**src/rtl/incdec_pkg.sv**
```systemverilog
// ============================================================================
//  Module : incdec_pkg
//  Shared nibble/result typedefs, op-code enum and result packing helper.
//  Rev    : 1.0
// ============================================================================
`default_nettype none

package incdec_pkg;

    typedef logic [3:0]  u4;
    typedef logic [11:0] u12;

    typedef enum logic [1:0] {
        OP_POSTINC_XOR = 2'd0,
        OP_POSTDEC_ADD = 2'd1,
        OP_PREINC_OR   = 2'd2,
        OP_PREDEC_AND  = 2'd3
    } op_e;

    // Packed layout is {a', b', r}.
    function automatic u12 pack_result(input u4 a_new, input u4 b_new, input u4 r);
        return {a_new, b_new, r};
    endfunction

endpackage

`default_nettype wire

```
**src/rtl/incdec_alu.sv**
```systemverilog
// ============================================================================
//  Module : incdec_alu
//  Combinational inc/dec nibble datapath producing the packed {a', b', r}.
//  Rev    : 1.0
// ============================================================================
`default_nettype none

module incdec_alu
    import incdec_pkg::*;
(
    input  op_e        op,
    input  logic [3:0] a,
    input  logic [3:0] b,
    output logic [11:0] result
);

    u4 a_inc, b_inc, a_dec, b_dec;

    assign a_inc = a + 4'd1;
    assign b_inc = b + 4'd1;
    assign a_dec = a - 4'd1;
    assign b_dec = b - 4'd1;

    always_comb begin
        result = '0;
        case (op)
            OP_POSTINC_XOR: result = pack_result(a_inc, b_inc, a ^ b);
            OP_POSTDEC_ADD: result = pack_result(a_dec, b_dec, a + b);
            OP_PREINC_OR:   result = pack_result(a_inc, b_inc, a_inc | b_inc);
            OP_PREDEC_AND:  result = pack_result(a_dec, b_dec, a_dec & b_dec);
            default:        result = '0;
        endcase
    end

endmodule

`default_nettype wire

```
**src/rtl/incdec_arb.sv**
```systemverilog
// ============================================================================
//  Module : incdec_arb
//  Two-requester round-robin front end to a shared inc/dec ALU, results
//  buffered in a 2-entry FIFO. Optional per-source pop counters are built
//  when INCDEC_ARB_STATS_EN is defined.
//  Rev    : 1.0
// ============================================================================
`default_nettype none

module incdec_arb
    import incdec_pkg::*;
#(
    parameter int CNT_W = 8
) (
    input  logic        clk,
    input  logic        rst_n,
    input  logic        req0_valid,
    output logic        req0_ready,
    input  logic [1:0]  req0_op,
    input  logic [3:0]  req0_a,
    input  logic [3:0]  req0_b,
    input  logic        req1_valid,
    output logic        req1_ready,
    input  logic [1:0]  req1_op,
    input  logic [3:0]  req1_a,
    input  logic [3:0]  req1_b,
    output logic        out_valid,
    input  logic        out_ready,
    output logic [11:0] out_data,
    output logic        out_src,
    output logic [1:0]  out_op
`ifdef INCDEC_ARB_STATS_EN
    ,
    output logic [CNT_W-1:0] cnt0,
    output logic [CNT_W-1:0] cnt1
`endif
);

    logic       prio;
    logic [1:0] count;
    logic       wr_ptr;
    logic       rd_ptr;
    u12         mem_data [2];
    logic       mem_src  [2];
    logic [1:0] mem_op   [2];

    logic       full;
    logic       pop;
    logic       push;
    logic       can_push;
    logic       grant0;
    logic       grant1;
    logic       sel_src;
    logic [1:0] sel_op;
    u4          sel_a;
    u4          sel_b;
    u12         alu_result;

    assign full      = (count == 2'd2);
    assign out_valid = (count != 2'd0);
    assign pop       = out_valid && out_ready;
    // When full, a grant is only possible because the head leaves this cycle.
    assign can_push  = rst_n && (!full || out_ready);

    always_comb begin
        grant0 = 1'b0;
        grant1 = 1'b0;
        if (can_push) begin
            if (req0_valid && req1_valid) begin
                grant0 = !prio;
                grant1 = prio;
            end else begin
                grant0 = req0_valid;
                grant1 = req1_valid;
            end
        end
    end

    assign req0_ready = grant0;
    assign req1_ready = grant1;
    assign push       = grant0 || grant1;
    assign sel_src    = grant1;
    assign sel_op     = grant1 ? req1_op : req0_op;
    assign sel_a      = grant1 ? req1_a  : req0_a;
    assign sel_b      = grant1 ? req1_b  : req0_b;

    incdec_alu u_alu (
        .op     (op_e'(sel_op)),
        .a      (sel_a),
        .b      (sel_b),
        .result (alu_result)
    );

    always_ff @(posedge clk or negedge rst_n) begin
        if (!rst_n) begin
            prio   <= 1'b0;
            count  <= 2'd0;
            wr_ptr <= 1'b0;
            rd_ptr <= 1'b0;
        end else begin
            if (push) begin
                prio   <= ~sel_src;
                wr_ptr <= ~wr_ptr;
            end
            if (pop) begin
                rd_ptr <= ~rd_ptr;
            end
            case ({push, pop})
                2'b10:   count <= count + 2'd1;
                2'b01:   count <= count - 2'd1;
                default: count <= count;
            endcase
        end
    end

    // Payload storage needs no reset; occupancy is tracked by count.
    always_ff @(posedge clk) begin
        if (push) begin
            mem_data[wr_ptr] <= alu_result;
            mem_src[wr_ptr]  <= sel_src;
            mem_op[wr_ptr]   <= sel_op;
        end
    end

    assign out_data = mem_data[rd_ptr];
    assign out_src  = mem_src[rd_ptr];
    assign out_op   = mem_op[rd_ptr];

`ifdef INCDEC_ARB_STATS_EN
    always_ff @(posedge clk or negedge rst_n) begin
        if (!rst_n) begin
            cnt0 <= '0;
            cnt1 <= '0;
        end else if (pop) begin
            if (!out_src && (cnt0 != '1)) begin
                cnt0 <= cnt0 + 1'b1;
            end
            if (out_src && (cnt1 != '1)) begin
                cnt1 <= cnt1 + 1'b1;
            end
        end
    end
`endif

endmodule

`default_nettype wire

```
**config.mk**
```make
export PLATFORM = sky130hd
export DESIGN_NAME = incdec_arb
export DESIGN_NICKNAME = d
export VERILOG_FILES = /design/src/rtl/incdec_pkg.sv /design/src/rtl/incdec_alu.sv /design/src/rtl/incdec_arb.sv
export SDC_FILE = /design/constraint.sdc
export NUM_CORES = 1
export LEC_CHECK = 0
export CORE_MARGIN = 3
export CORE_UTILIZATION = 53
export DETAILED_ROUTE_END_ITERATION = 8
export GPL_TIMING_DRIVEN = 0
export PLACE_DENSITY = 0.82
export SYNTH_ARGS = -nofsm -noshare
export SYNTH_HDL_FRONTEND = slang
export SYNTH_SLANG_ARGS = --single-unit
```
**constraint.sdc**
```tcl
create_clock -name clk -period 4.3 [get_ports clk]
set_input_delay 0.86 -clock clk [delete_from_list [all_inputs] [get_ports clk]]
set_output_delay 0.86 -clock clk [all_outputs]
set_load 0.01 [all_outputs]
```
* Word-level counts from Yosys, hierarchy flattened
Memories as Yosys holds them, arrays and structs flattened.
Cells that the tools add are included.
** Storage, ports and cells
- Bits in registers :: 5
- Bits in latches :: 0
- Bits in writable memories :: 30
- ROM bits :: 0
- Memories :: 3
** Operators by class
- $add $sub $neg :: 7
- Multipliers :: 0
- Div/mod/pow operators :: 0
- Magnitude comparators :: 0
- Equal/unequal tests :: 6
- Shift operators :: 0
- Mux-type cells :: 11
- Bitwise gates (word level) :: 6
- Reduce and logical (&&, ||, !) cells :: 10
** Memories
- mem_data :: words 2, width 12, read ports 1, clocked after memory_dff 0, wr ports 1, RTL line incdec_arb.sv:43 : u12 mem_data [2];
- mem_op :: words 2, width 2, read ports 1, clocked after memory_dff 0, wr ports 1, RTL line incdec_arb.sv:45 : logic [1:0] mem_op [2];
- mem_src :: words 2, width 1, read ports 1, clocked after memory_dff 0, wr ports 1, RTL line incdec_arb.sv:44 : logic mem_src [2];
** Operators by type and width (count)
- $pmux W12 S4 :: 1
- $add A4 B1 Y4 const B :: 2
- $eq A2 B2 Y1 const B :: 4
- $mux W4 :: 2
- $sub A4 B1 Y4 const B :: 2
- $mux W1 :: 6
- $add A4 B4 Y4 :: 1
- $and A4 B4 Y4 :: 1
- $eq A2 B1 Y1 const B :: 2
- $or A4 B4 Y4 :: 1
- $pmux W2 S2 :: 1
- $reduce_bool A2 Y1 :: 2
- $xor A4 B4 Y4 :: 1
- $logic_and A1 B1 Y1 :: 3
- $not A1 Y1 :: 3
- $add A2 B1 Y2 const B :: 1
- $logic_not A1 Y1 :: 2
- $logic_not A2 Y1 :: 1
- $logic_or A1 B1 Y1 :: 2
- $mux W2 :: 1
- $sub A2 B1 Y2 const B :: 1

* Logic depth before layout (Yosys ltp)
- Word-level depth :: 9
- Mapped depth :: 12
- Mapped depth without buffers :: 10

* Cells and area by module
From an unflattened synthesis, not the netlist that was laid out.
** Second synthesis, totals
- Cell total of the unflattened synthesis :: 151
- Area total of the unflattened synthesis :: 2016.9 um2
** Modules (own cells, without submodules)
- incdec_arb :: times used 1, cells each 83, area each 1503.9 um2
- incdec_alu :: times used 1, cells each 68, area each 513.0 um2

* Least setup slack after synthesis
No wires, ideal clock.
- Path kind :: input port to flip-flop
- Start :: in req0_valid
- End :: mem mem_data[0][3] in the netlist's numbering (data pin)
- Library setup time :: 267 ps
- Arrival time :: 3410 ps
- Data required time :: 4033 ps
- Setup slack :: 623 ps
- Stages on the path :: 11
- Buffers on the path :: 2
- Cells stage by stage :: nor2b_1 -> nor3_4 -> buf_6 -> buf_4 -> mux2_2 -> ha_1 -> maj3_2 -> or4_1 -> a31oi_2 -> mux2i_1 -> o22ai_1
** Between the ends
- Cells in the longest elaborated chain, start to end :: 7
- Elaborated cells on any way between the ends :: 19
- Classes of those cells :: add/sub (5); eq/ne (3); mux (6); bitwise (3); reduce/logical (2)
** RTL lines
- start: declaration :: RTL line incdec_arb.sv:17 : input logic req0_valid,
- $logic_and A1 B1 Y1 (*) :: RTL line incdec_arb.sv:69 : if (req0_valid && req1_valid) begin
- $mux W1 (*) :: RTL line incdec_arb.sv:69
- $mux W1 (*) :: RTL line incdec_arb.sv:68 : if (can_push) begin
- via req1_ready :: RTL line incdec_arb.sv:23 : output logic req1_ready,
- $mux W4 (on tied branches) :: RTL line incdec_arb.sv:84, incdec_arb.sv:85
- $sub A4 B1 Y4, or another cell as far along :: RTL line incdec_alu.sv:21 : assign a_dec = a - 4'd1;
- $and A4 B4 Y4 / $or A4 B4 Y4 (equally long branches) :: RTL line incdec_alu.sv:30, incdec_alu.sv:29
- $pmux W12 S4 (*) :: RTL line incdec_alu.sv:26 : case (op)
- via alu_result[3] :: RTL line incdec_arb.sv:57 : u12 alu_result;
- end: declaration :: RTL line incdec_arb.sv:43
Mark *: on every way through the listed nets, which the timed path passes. The rest lies on a longest branch.

* Final worst setup path
- Start :: in req1_valid
- End :: mem mem_data[1][3] in the netlist's numbering (data pin)
** Between the ends
- Cells in the longest elaborated chain, start to end :: 7
- Elaborated cells on any way between the ends :: 19
- Classes of those cells :: add/sub (5); eq/ne (3); mux (6); bitwise (3); reduce/logical (2)
** RTL lines
- start: declaration :: RTL line incdec_arb.sv:22 : input logic req1_valid,
- $logic_and A1 B1 Y1 :: RTL line incdec_arb.sv:69
- $mux W1 (*) :: RTL line incdec_arb.sv:69
- $mux W1 (*) :: RTL line incdec_arb.sv:68
- $mux W4 (on tied branches) :: RTL line incdec_arb.sv:84, incdec_arb.sv:85
- $sub A4 B1 Y4, or another cell as far along :: RTL line incdec_alu.sv:21
- $and A4 B4 Y4 / $or A4 B4 Y4 (equally long branches) :: RTL line incdec_alu.sv:30, incdec_alu.sv:29
- $pmux W12 S4 (*) :: RTL line incdec_alu.sv:26
- via alu_result[3] :: RTL line incdec_arb.sv:57
Marked as above.

==> results_tabular.tex <==
\begin{tabular}{lr}
\hline
Metric & Value \\
\hline
\multicolumn{2}{l}{\textbf{Final layout}} \\
Diodes inserted & 0 \\
Area Overhead vs Synth & 21.0\% \\
Share of post-route cells with drive strength above 1 & 0.188 \\
Number of nets in the layout & approximately 290 \\
Share of the core filled with cells in the final layout & 0.671 \\
\multicolumn{2}{l}{\textbf{Yosys}} \\
Distinct cell type count after synthesis & 51 \\
Yosys top cell by area & edfxtp\_1 \\
Number of enable-type register cells in the synthesized netlist & 30 \\
Post-synth ARST share & 0.143 \\
Synthesized-area fraction occupied by adder cells & 0.0407 \\
Net count of the mapped netlist & between 200 and 250 \\
Synth top area cells & edfxtp\_1, mux2\_2, xnor2\_1, dfrtp\_1, mux2i\_1 \\
Main synth FF type & edfxtp\_1 \\
Simple-gate share of the synthesized area & 0.0998 \\
Main combinational cell family by area after synthesis & multiplexers \\
Most repeated cell in the gate-level netlist after synthesis & edfxtp\_1 \\
Cell area after technology mapping & 2430 µm² \\
Top cell types by occurrence after synthesis & edfxtp\_1, mux2\_2, xnor2\_1 \\
Area fraction in compound gates after synthesis & 0.0983 \\
Xor/xnor cell area share of the yosys netlist & 0.119 \\
Fraction of post-synthesis cell area in the top cell type by area & 0.371 \\
Average cell area after synthesis & 11.5 µm² \\
Multiplexer share of the synthesized area & 0.171 \\
Yosys warning count & 0 \\
Number of cells produced by synthesis & 211 \\
Post-synthesis register bit count & 35 \\
Sequential element share of the synthesized area & 0.422 \\
\multicolumn{2}{l}{\textbf{Floorplan}} \\
Die boundary width & between 70 and 80 µm \\
Starting Density & 0.555 \\
Placeable Area & 4380 µm² \\
Floorplan die height & roughly 74 µm \\
Ports & between 40 and 50 \\
Row cnt & 24 \\
Die footprint & $\sim$5400 µm² \\
\multicolumn{2}{l}{\textbf{Clock network}} \\
Worst-skew pair later-pin latency & $\sim$280 ps \\
Hold bufs inserted after CTS & 0 \\
Cell chosen for the clock root & clkbuf\_8 \\
Clock slew seen by the registers of the worst setup and hold paths & 60 ps \\
Max H-tree Level & 2 \\
Clock tree from TritonCTS & built \\
Clock buffer count from CTS & 5 \\
Clock sink count & 35 \\
Clock buffer depth & 2 \\
\multicolumn{2}{l}{\textbf{Critical path}} \\
Crit. Startpoint & req1\_valid \\
Crit start category & input pin \\
Worst-path maximum fanout & 12 \\
Ordered list of cells on the worst path & clkdlybuf4s50\_1 -> nand2\_1 -> nor3\_4 -> buf\_6 -> buf\_4 -> mux2\_2 -> ha\_1 -> maj3\_2 -> or4\_1 -> a31oi\_2 -> mux2i\_1 -> o22ai\_1 \\
Max stage delay cell, worst path & clkdlybuf4s50\_1 \\
Critical setup path kind & input pin to flip-flop \\
Endpoint type of the worst setup path & flip-flop \\
Worst path arrival time & roughly 4200 ps \\
Req. time, crit path & 4320 ps \\
Worst stage delay on the critical path & around 530 ps \\
Reg2Reg Launch Point & count[1] \\
\multicolumn{2}{l}{\textbf{Placed design}} \\
Sum of net half-perimeters after detailed placement & 3700 µm \\
Final weighted congestion in routability-driven placement & about 0.90 \\
IO Port Bufs & 35 \\
\multicolumn{2}{l}{\textbf{STA}} \\
Clock period minus final worst setup slack & just over 4000 ps \\
Slew at the pin closest to its max-slew limit & around 790 ps \\
Max Transition Viols Final & 0 \\
Tcrit/Tclk final & 0.959 \\
FMAX & 242 MHz \\
Minimum hold slack & 498 ps \\
Hold violation count in the final report & 0 \\
Post-route clock skew & 3.52 ps \\
Number of endpoints failing setup at the final stage & 0 \\
RSZ-0062 raised after global routing & no \\
Relative slew slack & 0.475 \\
\multicolumn{2}{l}{\textbf{Pwr}} \\
Leak pwr & between 1 and 1.5 nW \\
Net Sw Frac & 0.319 \\
Net switching power of the design & roughly 0.43 mW \\
Total power density per cell area & 456 nW/µm² \\
Total internal power & a little over 0.9 mW \\
Maximum ir drop on the vdd rail & 0.203 mV \\
Part of the total power dissipated in combinational logic & 0.464 \\
Register share of total power & 0.378 \\
Clock network fraction of design power & 0.158 \\
\multicolumn{2}{l}{\textbf{Drt}} \\
Detailed-route vias per instance & between 5 and 6 \\
Remaining antenna violation count & 0 \\
Final routed DRC violation total & 0 \\
Total via count after detailed routing & roughly 1800 \\
Detailed-routing iteration count for the pre-antenna-repair pass & 5 \\
Initial detailed-routing violation count & just under 100 \\
Total wirelength of the detailed-routed design & between 5000 and 6000 µm \\
Post-detailed-route wirelength per cell & approximately 16 µm \\
\multicolumn{2}{l}{\textbf{Worst hold path}} \\
Class of the tightest hold or removal check & flip-flop to flip-flop \\
Min-delay src & count[1] \\
\multicolumn{2}{l}{\textbf{GRT}} \\
Global Route Usage Sum & 0.206 \\
Wire length of the first global-routing pass & 8400 µm \\
Initial antenna violation count & 0 \\
Vias in the first global route & 1758 \\
Pin count of the biggest net entering global routing & 16 \\
Total overflow reported by the global router & 0 \\
\multicolumn{2}{l}{\textbf{Run status}} \\
Status & finished clean \\
\multicolumn{2}{l}{\textbf{Job}} \\
Max Cap Violations & 0 \\
\hline
\end{tabular}
==> placed cells by master (no fill, tap or decap), types with 7 or more instances in the layout <==
cell and n:
mux2_2 20, nand2_1 11, ha_1 7, mux2i_1 12
clkdlybuf4s50_1 34, inv_1 7, xnor2_1 20, xor2_1 13
edfxtp_1 30, nor2_1 10
==> cell families (layout without fill, tap and decap cells) <==
logic type	after synthesis	in the layout
AO/OA/AOI/OAI	33	33
XOR/XNOR	33	33
adder cells (fa/ha/maj)	8	8
buffers and inverters	21	66
flip-flops	35	35
multiplexers	36	36
AND/OR/NAND/NOR	45	45
==> final timing paths <==
kind / slack, ps / cells past startpoint / endpoint
max in group asynchronous: 3530 / 1 / rd_ptr
hold reg to reg: 500 / 1 / count[1]
setup / recovery: 180 / 12 / mem_data[1][3]
min in group asynchronous: 550 / 1 / prio
hold / removal: 500 / 1 / count[1]
setup reg to reg: 840 / 11 / mem_data[1][3]
==> area by class of cell <==
class	instances	area [µm²]
Clock buffer	6	72.6
Inverter	9	35.0
Sequential cell	35	1030
Tap cell	52	65.1
Multi-Input combinational cell	155	1290
Buffer	12	83.8
Clock inverter	2	7.51
Timing Repair Buffer	37	364
Fill cell	339	1440
==> power groups by stage <==
stage / registers [mW] / logic (mW) / clock network [mW]
finish: 0.507 / 0.623 / 0.212
global route: 0.514 / 0.678 / 0.232
CTS: 0.508 / 0.624 / 0.215
detailed placement: 0.514 / 0.616 / 0
global placement: 0.510 / 0.605 / 0
floorplan: 0.505 / 0.392 / 0
==> critical path: cells and delay by family <==
| family | cells | cell delay (ps) |
|---|---|---|
| AOI/OAI and AO/OA | 2 | 340 |
| adders and majority gates | 2 | 580 |
| muxes | 2 | 620 |
| and+or+nand+nor | 3 | 770 |
| buffers and inverters | 3 | 970 |
==> per-stage QoR <==
step           area (µm²)  setup WS [ps]  std cells  power, mW  setup TNS (ps)
5_1_grt              2940           43.4        308       1.42               0
3_3_place_gp         2850           -243        298       1.11            -487
6_report             2940            175        308       1.34               0
4_1_cts              2930            145        306       1.35               0
2_1_floorplan        2430            623        211      0.897               0
3_5_place_dp         2850           -288        298       1.13            -576
==> layer usage <==
layer | part of all wire | global-route usage | up-vias
li1 | - | - | 855
met1 | 0.45 | 0.271 | 864
met2 | 0.49 | 0.341 | 56
met3 | 0.046 | 0.0410 | 7
met4 | 0.015 | 0.0604 | 0
met5 | 0 | 0 | -
==> state kept, by name, summed over array words and instances (netlist names) <==
name,cells
wr_ptr,1
count,2
mem_src,2
prio,1
mem_op,4
mem_data,24
rd_ptr,1
==> what timing repair did <==
item | 4_1_cts | 5_1_grt
pin swaps | 0 | 1
gates cloned | 0 | 0
hold endpoints to repair | 0 | 0
resized for setup | 1 | 0
setup endpoints to repair | 2 | 2
setup buffers | 0 | 1
Note: power is estimated with default switching activity, not from simulation.
